[src/rtl/universal_reg_nb.sv]
// Parametrised N-bit register with mode-selected next state (hold, load, shift,
// rotate, increment, decrement, clear), serial-out, wrap pulse and zero flag.
module universal_reg_nb #(
  parameter int unsigned     WIDTH       = 5,
  parameter logic [WIDTH-1:0] RESET_VALUE = '0
) (
  input  logic             clk,
  input  logic             rst_n,
  input  logic             En,
  input  logic [2:0]       Mode,
  input  logic [WIDTH-1:0] DataIn,
  input  logic             SerIn,
  output logic [WIDTH-1:0] out,
  output logic             SerOut,
  output logic             Wrap,
  output logic             Zero
);

  localparam int unsigned EXT_W = WIDTH + 1;

  typedef enum logic [2:0] {
    MODE_HOLD = 3'b000,
    MODE_LOAD = 3'b001,
    MODE_SHL  = 3'b010,
    MODE_SHR  = 3'b011,
    MODE_INC  = 3'b100,
    MODE_DEC  = 3'b101,
    MODE_ROL  = 3'b110,
    MODE_CLR  = 3'b111
  } mode_e;

  if (WIDTH < 2) begin : g_bad_width
    $error("universal_reg_nb: WIDTH must be at least 2");
  end

  logic [WIDTH-1:0] out_q, out_d;
  logic             ser_q, ser_d;
  logic             wrap_q, wrap_d;
  logic [EXT_W-1:0] inc_ext, dec_ext;
  mode_e            mode;

  assign mode = mode_e'(Mode);

  // Extended-width sum/difference: the extra MSB is the carry/borrow that drives Wrap
  assign inc_ext = {1'b0, out_q} + EXT_W'(1);
  assign dec_ext = {1'b0, out_q} - EXT_W'(1);

  // Next-state selection; wrap is a single-cycle pulse so it defaults low
  always_comb begin
    out_d  = out_q;
    ser_d  = ser_q;
    wrap_d = 1'b0;
    if (En) begin
      case (mode)
        MODE_HOLD: begin
          out_d = out_q;
        end
        MODE_LOAD: begin
          out_d = DataIn;
        end
        MODE_SHL: begin
          out_d = {out_q[WIDTH-2:0], SerIn};
          ser_d = out_q[WIDTH-1];
        end
        MODE_SHR: begin
          out_d = {SerIn, out_q[WIDTH-1:1]};
          ser_d = out_q[0];
        end
        MODE_INC: begin
          out_d  = inc_ext[WIDTH-1:0];
          wrap_d = inc_ext[WIDTH];
        end
        MODE_DEC: begin
          out_d  = dec_ext[WIDTH-1:0];
          wrap_d = dec_ext[WIDTH];
        end
        MODE_ROL: begin
          out_d = {out_q[WIDTH-2:0], out_q[WIDTH-1]};
          ser_d = out_q[WIDTH-1];
        end
        MODE_CLR: begin
          out_d = '0;
        end
        default: begin
          out_d = out_q;
        end
      endcase
    end
  end

  always_ff @(posedge clk) begin
    if (!rst_n) begin
      out_q  <= RESET_VALUE;
      ser_q  <= 1'b0;
      wrap_q <= 1'b0;
    end else begin
      out_q  <= out_d;
      ser_q  <= ser_d;
      wrap_q <= wrap_d;
    end
  end

  assign out    = out_q;
  assign SerOut = ser_q;
  assign Wrap   = wrap_q;
  assign Zero   = (out_q == '0);

endmodule

[config.mk]
export PLATFORM = sky130hd
export DESIGN_NAME = universal_reg_nb
export DESIGN_NICKNAME = d
export VERILOG_FILES = /design/src/rtl/universal_reg_nb.sv
export SDC_FILE = /design/constraint.sdc
export NUM_CORES = 1
export LEC_CHECK = 0
export ABC_AREA = 0
export BUFFER_PORTS_ARGS = -buffer_cell sky130_fd_sc_hd__buf_4
export CAP_MARGIN = 25
export CORE_UTILIZATION = 40
export CTS_CLUSTER_DIAMETER = 30
export DETAILED_ROUTE_END_ITERATION = 10
export PLACE_DENSITY_LB_ADDON = 0.12
export SETUP_SLACK_MARGIN = 0.15
export SLEW_MARGIN = 20
export SYNTH_ARGS = -nofsm -noshare
export SYNTH_HDL_FRONTEND = slang
export SYNTH_SLANG_ARGS = --single-unit
[constraint.sdc]
create_clock -name clk -period 4 [get_ports clk]
set_clock_uncertainty 0.1 [all_clocks]
set_input_delay 0.8 -clock clk [delete_from_list [all_inputs] [get_ports clk]]
set_output_delay 0.8 -clock clk [all_outputs]
set_load 0.03 [all_outputs]
* After elaboration in Yosys (flattened, before gate mapping)
Index checks and enable logic that the tools add are counted.
** Operators by class
- Add/sub/neg operators :: 2
- Multiplexer cells :: 3
- Equal/unequal tests :: 7
- Bitwise operators :: 1
- Reduce and logical (&&, ||, !) cells :: 7
** Operators with widths (number)
- 5-bit case mux with 7 select lines :: 1
- 3-bit == test, second input constant :: 4
- 5-bit by 1-bit adder with 6-bit output, second input constant :: 1
- 3-bit by 2-bit == test with 1-bit output, second input constant :: 2
- 2-bit AND reduction :: 3
- 5-bit by 1-bit subtractor with 6-bit output, second input constant :: 1
- 5-bit logical NOT :: 1
- 1-bit case mux with 2 select lines :: 2
- 3-bit by 1-bit == test with 1-bit output, second input constant :: 1
- 3-bit logical NOT :: 1
- 2-bit nonzero test :: 1
- 2-bit OR reduction :: 1
- 1-bit inverter :: 1
** Storage, ports and cells
- Register bits :: 7

* Depth between registers and ports, before layout
- Depth after elaboration :: 4
- Gate-level depth with buffers :: 6
- Mapped depth without buffers :: 6

* Worst setup path after synthesis
Ideal clock, no wire load.
- Path kind :: register to output
- From :: register out_q[1] (netlist: out[1])
- To :: output port Zero
- Setup slack :: 1.962 ns
- Cell stages (with the launch flop) :: 4
- Path buffers :: 0
- Arrival time :: 1.138 ns
- Required time :: 3.100 ns
- Path through :: dfxtp_1 inv_1 ha_1 and2_1
** On the way
- Longest elaborated chain between the ends :: 1
** RTL lines
- start, declared :: RTL line 36 : logic [WIDTH-1:0] out_q, out_d;
- start signal, assigned :: RTL line 97 : out_q <= out_d;
- 5-bit logical NOT :: RTL line 106 : assign Zero = (out_q == '0);
- end, declared :: RTL line 16 : output logic Zero
No other way between the ends.

* Worst setup path after layout
Ends and elaborated chain as after synthesis.

==> run summary <==
CP top delay family: flip-flops
Pwr dens: 293 nW/um^2
Final setup vio count: 0
Die Ht: 42.6 um
Count leader, synth: nand2_1
Total Neg Setup Slack: 0 ns
Layout cells sized above 1: 27.0%
Die W: 42.6 um
Worst Hold Class: flop to flop
Worst-margin pin slew: 0.337 ns
DRT iter0 DRCs: 14
Area used by multi-input combinational logic: 453 um^2
RSZ-0062 raised after global routing: no
Worst Reg-to-Reg Cells: 6
# rows: 14
CTS Buffer Depth: 2
Final Net Count: 116
Launch point of the worst path: out[1]$_SDFFE_PN0P_
Antenna diode count: 0
CP max stage cell: dfxtp_1
Crit. End Element: output pin
Post-Layout Cell Count: 116
Fin. Hold Viols: 0
Critical-path maximum fanout: 8
Die area: 1810 um^2
First-pass DRT Iterations: 4
Critical path buffers and inverters: 2
GRT Util Overall: 20.8%
WP data required: 3.10 ns
Post-synthesis register bit count: 7
Cts bufs inserted: 3
Initial antenna violation count: 0
Kind of critical path: flop to output pin
Clock Latency Late Sink: 0.26 ns
Post-CTS Resized: 0
Setup crit end: Zero
Via count: 694
Largest area contributor in the netlist: dfxtp_1
Post-synth top cells: 8 x nand2_1, 7 x dfxtp_1, 5 x a21oi_1, 5 x nand3_1
CTS tree: built
Post-synthesis sequential area ratio: 21.3%
Max-cap violations: 0
H-tree levels: 1
Antenna viol nets, final: 0
Period utilisation layout: 56.6%
Setup crit start kind: flop
Fmax: 0.442 GHz
Worst EP arrival: 1.36 ns
Crit-path cells: inv_1 > ha_1 > and2_1 > buf_4
Core Area: 1520 um^2
Post-CTS Hold Buffers: 0
Max-slew violations: 0
DP Wirelength: 1.18 mm
Flip-flop and latch area: 140 um^2
Setup repair bufs after CTS: 0
Pin count of the biggest net entering global routing: 21
Outcome: finished clean
Levels on crit path: 4
Fillers: 162
Global-route wire length before repair: 2.79 mm
Drt via density: 5.98
Final min period: 2.26 ns
Worst-path clk slew: 0.06 ns
Area contributors post-synth: dfxtp_1 21%, ha_1 5.7%, mux2i_1 4.6%
DRC errors left: 0
Area grow syn2layout: 22.2%
IO Pins: 20
Synth Net Count: 99
Yosys top cell area share: 21.3%
Initial Utilization: 43.2%
Worst r2r src: out[1]$_SDFFE_PN0P_
Maximum VDD drop: 0.153 mV
Mapped Area: 658 um^2
Input/output buffers: 19
Avg Inst Size Synth: 7.83 um^2
Leakage: 0.000355 uW
Drt total wl: 1.66 mm
CTS Sinks: 7
WL/cell: 14.3 um
Dpl cells: 112
Synth unique cells: 40
Ys async rst share: 0%
Total grt overflow: 0
Ys flop type: dfxtp_1
Post-Synthesis Cells: 84
CP peak stage delay: 0.49 ns
Vias in the first global route: 585
Gpl congestion: 0.770
R2r endpoint: out[2]$_SDFFE_PN0P_
Yosys warnings: 0
Number of flops mapped to enable cells by yosys: 0
CTS root buf: clkbuf_4
Reg2Reg Setup Slack: 2.31 ns
Rel. slew slack: 77.5%
## metal layers
| metal | routed length (um) | vias to the layer above | part of all wire, % | GRT usage [%] |
|---|---|---|---|---|
| met5 | 0 | - | 0 | 0 |
| li1 | - | 345 | - | - |
| met3 | 98 | 2 | 5.9 | 8.62 |
| met4 | 13 | 0 | 0.78 | 5.63 |
| met2 | 799 | 21 | 48 | 32.6 |
| met1 | 750 | 326 | 45 | 26.2 |
## registers in the layout, summed over array words and instances, names as in the netlist
name and cells:
SerOut 1, out 5, Wrap 1
## cell type report
class | count | share of cell area [%]
Tap cell | 16 | 2.49
Timing Repair Buffer | 19 | 17.7
Sequential cell | 7 | 17.4
Clock buffer | 4 | 3.27
Multi-Input combinational cell | 64 | 56.3
Inverter | 6 | 2.80
## how the worst min path moves through the flow
stage / startpoint / end / slack, ns / cells past startpoint
global placement: SerOut$_SDFFE_PN0P_ / SerOut$_SDFFE_PN0P_ / 0.39 / 1
detailed placement: SerOut$_SDFFE_PN0P_ / SerOut$_SDFFE_PN0P_ / 0.39 / 1
finish: SerOut$_SDFFE_PN0P_ / SerOut$_SDFFE_PN0P_ / 0.40 / 1
floorplan: out[4]$_SDFFE_PN0P_ / Wrap$_SDFF_PN0_ / 0.57 / 2
CTS: SerOut$_SDFFE_PN0P_ / SerOut$_SDFFE_PN0P_ / 0.41 / 1
global route: SerOut$_SDFFE_PN0P_ / SerOut$_SDFFE_PN0P_ / 0.44 / 1
## power by group
group / total, uW / internal (uW) / switching (uW)
clock: 69.7 / 38.4 / 31.3
sequential: 83.3 / 74.3 / 8.97
combinational: 82.5 / 36.8 / 45.7
## layout by cell type, fill, tap and decap left out, types with 2 or more instances in the layout
cell       synthesis  final
buf_4              1     19
nand2_1            8      8
dfxtp_1            7      7
a21oi_1            5      5
nand3_1            5      5
inv_1              4      4
o211ai_1           4      4
mux2i_1            3      3
nand2b_1           3      3
ha_1               3      3
clkbuf_4           0      3
inv_2              2      2
nor3_1             2      2
and2_1             2      2
nor2_1             2      2
a31oi_1            2      2
o21ai_0            2      2
o21ai_1            2      2
o2111ai_1          2      2
## per-stage QoR
step	area (um^2)	utilization, %	hold slack, ns	power [uW]	worst slack (ns)
after detailed placement	778	51.1	0.394	167	2.03
after global routing	805	52.8	0.443	251	1.64
after global placement	778	51.1	0.386	167	2.02
after floorplan	658	-	0.571	141	1.96
final	805	52.8	0.402	236	1.74
after CTS	805	52.8	0.407	239	1.73
## kinds of logic after synthesis
| kind of cell | synth area share, % |
|---|---|
| adders and majority gates | 5.70 |
| xor gates and xnor gates | 1.33 |
| DFF | 21.3 |
| muxes | 4.56 |
| buffers and inverters | 9.89 |
| AOI/OAI and AO/OA | 30.6 |
| and+or+nand+nor | 26.6 |
(Power assumes the default switching activity.)
